File: src/rtl/command_dispatcher.sv
// Command dispatcher: pulls packets from a replayable upstream FIFO, offers each one
// to its destination target with a ready/valid hold, and replays the FIFO MAX_ITER times.
module command_dispatcher #(
    parameter int CMD_W    = 64,
    parameter int NUM_DST  = 4,
    parameter int MAX_ITER = 16
) (
    input  logic                      clk,
    input  logic                      reset,
    input  logic                      start,
    output logic                      fifo_rinc,
    input  logic [CMD_W-1:0]          fifo_rdata,
    output logic                      replay_iter_flag,
    output logic [NUM_DST-1:0]        dst_valid,
    input  logic [NUM_DST-1:0]        dst_ready,
    output logic [CMD_W-1:0]          dst_cmd,
    output logic [$clog2(MAX_ITER):0] iter_cnt,
    output logic                      busy,
    output logic                      done
);
    localparam int DST_W = $clog2(NUM_DST);
    localparam int IT_W  = $clog2(MAX_ITER) + 1;

    localparam logic [2:0] ST_IDLE   = 3'd0;
    localparam logic [2:0] ST_FETCH  = 3'd1;
    localparam logic [2:0] ST_WAIT   = 3'd2;
    localparam logic [2:0] ST_HOLD   = 3'd3;
    localparam logic [2:0] ST_REPLAY = 3'd4;
    localparam logic [2:0] ST_FINISH = 3'd5;

    localparam logic [3:0]         OP_END_ITER = 4'hF;
    localparam logic [IT_W-1:0]    IT_MAX      = IT_W'(MAX_ITER);
    localparam logic [IT_W-1:0]    IT_ONE      = IT_W'(1);
    localparam logic [NUM_DST-1:0] DST_ONE     = NUM_DST'(1);

    logic [2:0]         state_r;
    logic [2:0]         state_s;
    logic [CMD_W-1:0]   hold_s;
    logic [IT_W-1:0]    iter_s;
    logic [NUM_DST-1:0] dst_valid_s;
    logic [DST_W-1:0]   hold_dest_s;
    logic               accept_s;

    // dst_cmd doubles as the hold register, so the accept decode reads its dest field
    assign hold_dest_s = dst_cmd[CMD_W-6 -: DST_W];
    assign accept_s    = dst_ready[hold_dest_s];

    // Next-state, hold-register and iteration-count decode
    always_comb begin
        state_s = state_r;
        hold_s  = dst_cmd;
        iter_s  = iter_cnt;
        case (state_r)
            ST_IDLE: begin
                if (start) begin
                    state_s = ST_FETCH;
                    iter_s  = {IT_W{1'b0}};
                end else begin
                    state_s = ST_IDLE;
                end
            end
            ST_FETCH: state_s = ST_WAIT;
            ST_WAIT: begin
                // An all-zero word means the FIFO was empty: the valid bit is clear, so retry
                hold_s = fifo_rdata;
                if (!fifo_rdata[CMD_W-1]) begin
                    state_s = ST_FETCH;
                end else if (fifo_rdata[CMD_W-2 -: 4] == OP_END_ITER) begin
                    state_s = ST_REPLAY;
                    iter_s  = iter_cnt + IT_ONE;
                end else begin
                    state_s = ST_HOLD;
                end
            end
            ST_HOLD: begin
                if (accept_s) begin
                    state_s = ST_FETCH;
                end else begin
                    state_s = ST_HOLD;
                end
            end
            ST_REPLAY: begin
                if (iter_cnt == IT_MAX) begin
                    state_s = ST_FINISH;
                end else begin
                    state_s = ST_FETCH;
                end
            end
            ST_FINISH: state_s = ST_IDLE;
            default:   state_s = ST_IDLE;
        endcase
    end

    // One-hot target offer for the command that will be held next cycle
    always_comb begin
        dst_valid_s = {NUM_DST{1'b0}};
        if (state_s == ST_HOLD) begin
            dst_valid_s = DST_ONE << hold_s[CMD_W-6 -: DST_W];
        end else begin
            dst_valid_s = {NUM_DST{1'b0}};
        end
    end

    // State and registered outputs, decoded from the next state so they align with it
    always_ff @(posedge clk or negedge reset) begin
        if (!reset) begin
            state_r          <= ST_IDLE;
            dst_cmd          <= {CMD_W{1'b0}};
            iter_cnt         <= {IT_W{1'b0}};
            dst_valid        <= {NUM_DST{1'b0}};
            fifo_rinc        <= 1'b0;
            replay_iter_flag <= 1'b0;
            busy             <= 1'b0;
            done             <= 1'b0;
        end else begin
            state_r          <= state_s;
            dst_cmd          <= hold_s;
            iter_cnt         <= iter_s;
            dst_valid        <= dst_valid_s;
            fifo_rinc        <= (state_s == ST_FETCH);
            replay_iter_flag <= (state_s == ST_REPLAY);
            busy             <= (state_s != ST_IDLE);
            done             <= (state_s == ST_FINISH);
        end
    end
endmodule

File: config.mk
export PLATFORM = sky130hd
export DESIGN_NAME = command_dispatcher
export DESIGN_NICKNAME = d
export VERILOG_FILES = /design/src/rtl/command_dispatcher.sv
export SDC_FILE = /design/constraint.sdc
export NUM_CORES = 1
export LEC_CHECK = 0
export CAP_MARGIN = 15
export CORE_MARGIN = 1
export CORE_UTILIZATION = 41
export CTS_CLUSTER_DIAMETER = 100
export DETAILED_ROUTE_END_ITERATION = 8
export MAX_ROUTING_LAYER = met4
export PLACE_DENSITY_LB_ADDON = 0.15
export SYNTH_ARGS = -nofsm -noshare
export SYNTH_HDL_FRONTEND = slang
export SYNTH_SLANG_ARGS = --single-unit
File: constraint.sdc
create_clock -name clk -period 1.8 [get_ports clk]
set_input_delay 0.54 -clock clk [delete_from_list [all_inputs] [get_ports clk]]
set_output_delay 0.54 -clock clk [all_outputs]
set_load 0.01 [all_outputs]
==> run metrics, run 1 <==
initial antenna violation count=0; Critical Path AT=1.23 ns; layout cells sized above 1=26.3%; TritonCTS clock tree=built; prevailing post-synth register cell=dfrtp_1; total wire length=7.20 mm; worst path required time=1.26 ns; CP startpoint kind=register; CP endpoint kind=output pin; Clock Latency Late Sink=0.34 ns; Synth Net Count=292; die area=0.00813 mm^2; post-synth cell types=29; I/O pin count=148; Worst IR Drop VDD=0.000999 V; Cell Area, Synth=0.00319 mm^2; Worst R2R Path Depth=4; Area Growth Syn to Fin=61.8%; worst clock skew=0.00918 ns; clock transition at the registers of the reported paths=0.08 ns; port bufs=147; Fmax achieved=566 MHz; Iter 0 DRT Violations=77; critical path type=register to output pin; placed insts=467; ant diodes=0; final hold vios=0; Seq/Total Area, Yosys=62.8%; DR vias=2335; Worst path slowest cell=clkdlybuf4s50_1; worst path bufs/invs=1; Hold Path Class=primary input to async pin; # hold bufs at CTS=0; R2R Path End=dst_cmd[10]; origin of the critical flop-to-flop path=state_r[0]; row count=31; maximum root-to-sink buffer count=2; root buffer cell=clkbuf_8; Final min period=1.77 ns; filler cell count=563; status=completed; Pre-Repair DR Iteration Count=4; FF+latch count, synth=80; Async SR Flop Fraction=100%; register area=0.00200 mm^2; WL/cell=14.8 um; fin crit share=98.1%; Leak=2.54 nW; gr usage total=18.8%; syn avg cell area=14.6 um^2; Ys Warns=0; R2R setup slack=0.17 ns; largest net degree at the start of global routing=81; TritonCTS buffer count=9; H-tree Lvls=3; Setup violations, final=0; die height=90.2 um; post-route DRC violation count=0; clock sink count=80; pwr/cell area=1630 mW/mm^2; initial cell density of the core=43.2%; die width=90.2 um; first-pass GRT wire length=11.7 mm; Mapped Cells=219; cell class contributing the biggest share of worst-path delay=buffers and inverters; routed vias/inst=4.79; Max Cap Viol=0; Final Max Tran Viols=0; vias in the first global route=2478; hpwl dp=5.08 mm; multi-input logic area=0.00111 mm^2; Non-Filler Instances=487; gpl congestion=0.811; Post-synth EDFFs=0; top fanout value on the critical path=2; Core Area=0.00737 mm^2; number of routed nets with antenna violations=0; crit-path cells=clkdlybuf4s50_1; Util after Layout=69.9%; nets@finish=456; worst slew pin tran=0.428 ns; grt ovf=0; unrepaired setup endpoints after global routing=false; relative max-transition margin=71.5%; CP max stage delay=0.54 ns
## area by class of cell
| class | instances | share of cell area (%) |
|---|---|---|
| Clock buffer | 10 | 2.48 |
| Clock inverter | 6 | 2.09 |
| Inverter | 7 | 0.510 |
| Multi-Input combinational cell | 124 | 21.5 |
| Sequential cell | 80 | 38.9 |
| Tap cell | 99 | 2.40 |
| Timing Repair Buffer | 161 | 32.2 |
## logic make-up after synthesis
family	Yosys count	synth area share, %
AOI/OAI and AO/OA	15	3.22
xor gates and xnor gates	1	0.275
adders and majority gates	2	0.785
buffers and inverters	15	2.63
DFF	80	62.8
muxes	66	23.3
and+or+nand+nor	40	6.95
## through the flow
| stage | TNS [ns] | hold WS, ns | area [um^2] | power (mW) | setup WS (ns) |
|---|---|---|---|---|---|
| 6_report | 0 | 0.197 | 5150 | 8.43 | 0.0344 |
| 4_1_cts | 0 | 0.223 | 5060 | 8.67 | 0.000676 |
| 3_5_place_dp | -1.73 | 0.494 | 4830 | 7.27 | -0.217 |
| 3_3_place_gp | -1.50 | 0.488 | 4830 | 7.19 | -0.182 |
| 2_1_floorplan | 0 | 0.244 | 3190 | 5.10 | 0.316 |
| 5_1_grt | 0 | 0.230 | 5150 | 8.95 | 0.000202 |
## synth_stat cells, drive strengths merged, types with 2 or more instances
| cell type | instances | area (um^2) |
|---|---|---|
| buf | 8 | 57.6 |
| nor2 | 11 | 41.3 |
| inv | 7 | 26.3 |
| ha | 2 | 25.0 |
| nand3 | 6 | 35.0 |
| nand2 | 4 | 15.0 |
| nand4 | 2 | 12.5 |
| or3 | 2 | 12.5 |
| o21ai | 4 | 20.0 |
| a21oi | 2 | 10.0 |
| a31oi | 4 | 25.0 |
| dfrtp | 80 | 2000 |
| mux2 | 66 | 743 |
| nor3 | 5 | 25.0 |
| nor3b | 4 | 35.0 |
| o21bai | 2 | 15.0 |
## power breakdown
group	leakage [nW]	total [mW]	switching, mW	internal (mW)
clock	0.116	1.53	0.613	0.917
sequential	0.960	3.06	0.420	2.64
combinational	1.46	3.83	1.53	2.30
total	2.54	8.43	2.57	5.86
## state kept, by name (all words and copies together), names as in the netlist
| name | flops |
|---|---|
| dst_cmd | 64 |
| iter_cnt | 5 |
| dst_valid | 4 |
| state_r | 3 |
| busy | 1 |
| done | 1 |
| fifo_rinc | 1 |
| replay_iter_flag | 1 |
## worst max-delay path by stage
stage | startpoint | end | slack [ns] | cells past startpoint
2_1_floorplan | fifo_rdata[61] | iter_cnt[3] | 0.32 | 4
3_3_place_gp | fifo_rdata[59] | iter_cnt[3] | -0.18 | 5
3_5_place_dp | fifo_rdata[62] | iter_cnt[3] | -0.22 | 5
4_1_cts | dst_cmd[35] | dst_cmd[35] | 0.0007 | 1
5_1_grt | done | done | 0.0002 | 1
6_report | dst_cmd[50] | dst_cmd[50] | 0.03 | 1
## routing by layer
layer  wire, um  track usage, %  vias up
met4        114            7.12        0
li1           -               -     1105
met1       3150            23.5     1128
met5          0               -        -
met2       3500            29.2       93
met3        432            5.25        9
## what timing repair did
action | in CTS | in global routing
setup endpoints to repair | 30 | 37
buffers inserted | 4 | 0
resized for setup | 29 | 37
## cell usage in the layout (no fill, tap or decap), types with 2 or more instances in the layout
cell,instances
nand3_1,5
o21ai_0,4
ha_1,2
clkinv_2,2
nor3b_1,3
bufinv_16,3
mux2_2,66
dlygate4sd2_1,27
nand4_1,2
dfrtp_1,78
a31oi_1,4
nor3_1,5
a21oi_1,2
clkbuf_8,9
nor2_1,11
nand2_1,4
or3_1,2
o21bai_1,2
buf_12,2
dfrtp_2,2
buf_4,13
clkdlybuf4s50_1,82
dlymetal6s2s_1,37
inv_1,7
(Power assumes the default switching activity.)
==> run 2, diff against run 1 <==
- clock period: 1.8 -> 1.9 ns (I/O delays scaled with it)
==> run metrics, run 2 (synthesis results as in run 1) <==
post-route DRC violation count=0 (unchanged); WL/cell=15.0 um (was 14.8 um); Final min period=1.85 ns; Core Area=0.00737 mm^2 (unchanged); placed insts=464 (was 467); worst path bufs/invs=1 (unchanged); R2R setup slack=0.23 ns (was 0.17 ns); die height=90.2 um (unchanged); Worst IR Drop VDD=0.000897 V (was 0.000999 V); Leak=2.11 nW (was 2.54 nW); hpwl dp=5.18 mm (was 5.08 mm); TritonCTS buffer count=9 (unchanged); multi-input logic area=0.00111 mm^2 (unchanged); Non-Filler Instances=485 (was 487); most frequent cells in the layout=145 x clkdlybuf4s50_1, 77 x dfrtp_1, 66 x mux2_2 (was 82 x clkdlybuf4s50_1, 78 x dfrtp_1, 66 x mux2_2); H-tree Lvls=3 (unchanged); die width=90.2 um (unchanged); root buffer cell=clkbuf_8 (unchanged); gpl congestion=0.877 (was 0.811); end of the critical path=iter_cnt[4] (was dst_cmd[50]); Worst R2R Path Depth=3 (was 4); routed vias/inst=4.84 (was 4.79); first-pass GRT wire length=11.8 mm (was 11.7 mm); DR vias=2346 (was 2335); final worst slack=0.0526 ns (was 0.0344 ns); die area=0.00813 mm^2 (unchanged); R2R Path End=dst_cmd[57] (was dst_cmd[10]); number of flip-flops in the largest register=64 (unchanged); fin crit share=97.2%; maximum root-to-sink buffer count=2 (unchanged); TritonCTS clock tree=built (unchanged); number of routed nets with antenna violations=0 (unchanged); CP max stage delay=0.55 ns (was 0.54 ns); Levels on crit path=1 (unchanged); Clock Latency Late Sink=0.34 ns (about the same); row count=31 (unchanged); worst slew pin tran=0.428 ns (about the same); Max Cap Viol=0 (unchanged); CP endpoint kind=output pin (unchanged); worst setup path start=iter_cnt[4] (was dst_cmd[50]); Pre-Repair DR Iteration Count=4 (unchanged); filler cell count=562 (was 563); initial cell density of the core=43.2% (unchanged); unrepaired setup endpoints after global routing=false (unchanged); worst path required time=1.33 ns (was 1.26 ns); largest net degree at the start of global routing=81 (unchanged); I/O pin count=148 (unchanged); Final Max Tran Viols=0 (unchanged); CP startpoint kind=register (unchanged); cell class contributing the biggest share of worst-path delay=buffers and inverters (unchanged); critical path type=register to output pin (unchanged); Worst path slowest cell=clkdlybuf4s50_1 (unchanged); # hold bufs at CTS=0 (unchanged); total wire length=7.28 mm (was 7.20 mm); top fanout value on the critical path=4 (was 2); status=completed (unchanged); origin of the critical flop-to-flop path=state_r[2] (was state_r[0]); Fmax achieved=541 MHz; Setup violations, final=0 (unchanged); biggest regs=dst_cmd x64, iter_cnt x5, dst_valid x4 (unchanged); ant diodes=0 (unchanged); Critical Path AT=1.28 ns (was 1.23 ns); Iter 0 DRT Violations=78 (was 77); Biggest register=dst_cmd (unchanged); clock transition at the registers of the reported paths=0.08 ns (about the same); Hold Path Class=primary input to async pin (unchanged); vias in the first global route=2461 (was 2478); initial antenna violation count=0 (unchanged); nets@finish=454 (was 456); Area Growth Syn to Fin=59.0% (was 61.8%); pwr/cell area=1630 mW/mm^2 (about the same); grt ovf=0 (unchanged); gr usage total=19.1% (was 18.8%); port bufs=147 (unchanged); final hold vios=0 (unchanged); most common cell after layout, fill and taps aside=clkdlybuf4s50_1 (unchanged); crit-path cells=clkdlybuf4s50_1 (unchanged); Place WS=-0.146 ns (was -0.217 ns); relative max-transition margin=71.5% (about the same); register area=0.00201 mm^2 (was 0.00200 mm^2); worst clock skew=0.0114 ns (was 0.00918 ns); clock sink count=80 (unchanged); layout cells sized above 1=26.4% (was 26.3%)
run 2: changes by cell type in the layout (fill, tap and decap cells not counted):
cell / change
clkdlybuf4s50_1: +63
dlymetal6s2s_1: -37
dlygate4sd2_1: -26
buf_4: -2
bufinv_16: -1
clkbuf_1: -1
clkbuf_8: +1
clkinv_2: +1
dfrtp_1: -1
dfrtp_2: +1
run 2: routing by layer:
| metal | global-route usage [%] | vias up | routed length, um |
|---|---|---|---|
| met1 | 21.9 | 1147 | 2980 |
| met5 | - | - | 0 |
| met2 | 31.8 | 90 | 3660 |
| met4 | 7.66 | 0 | 140 |
| met3 | 5.16 | 13 | 501 |
| li1 | - | 1096 | - |
run 2: layout make-up:
type,instances,share of cell area (%)
Clock buffer,10,2.72
Inverter,7,0.519
Multi-Input combinational cell,124,21.9
Clock inverter,6,1.63
Sequential cell,80,39.6
Timing Repair Buffer,159,31.2
Tap cell,99,2.45
run 2: how the worst min path moves through the flow:
stage	slack, ns	end	start
after global placement	0.49	dst_cmd[10]	dst_cmd[10]
after CTS	0.25	dst_cmd[54]	reset
after global routing	0.28	dst_cmd[54]	reset
final	0.22	dst_cmd[60]	reset
after detailed placement	0.49	dst_cmd[55]	dst_cmd[55]
after floorplan	0.27	busy	reset
run 2: repair_timing:
item | CTS | global route
gates resized for setup | 4 | 0
endpoints found under the setup margin | 6 | 1
setup buffers | 4 | 1
run 2: through the flow:
step	hold WS, ns	TNS (ns)	util (%)	total power [mW]	cell area (um^2)
final	0.224	0	68.7	8.23	5070
after floorplan	0.274	0	-	4.84	3190
after CTS	0.253	0	68.6	8.34	5060
after detailed placement	0.494	-0.858	65.2	6.89	4810
after global placement	0.489	-0.700	65.2	6.80	4810
after global routing	0.277	0	68.7	8.72	5070
run 2: power breakdown:
part           internal, mW  leakage [nW]  switching [mW]
Sequential             2.50         0.958           0.409
Clock                 0.769         0.112           0.595
Combinational          2.48          1.04            1.48
Total                  5.75          2.11            2.49
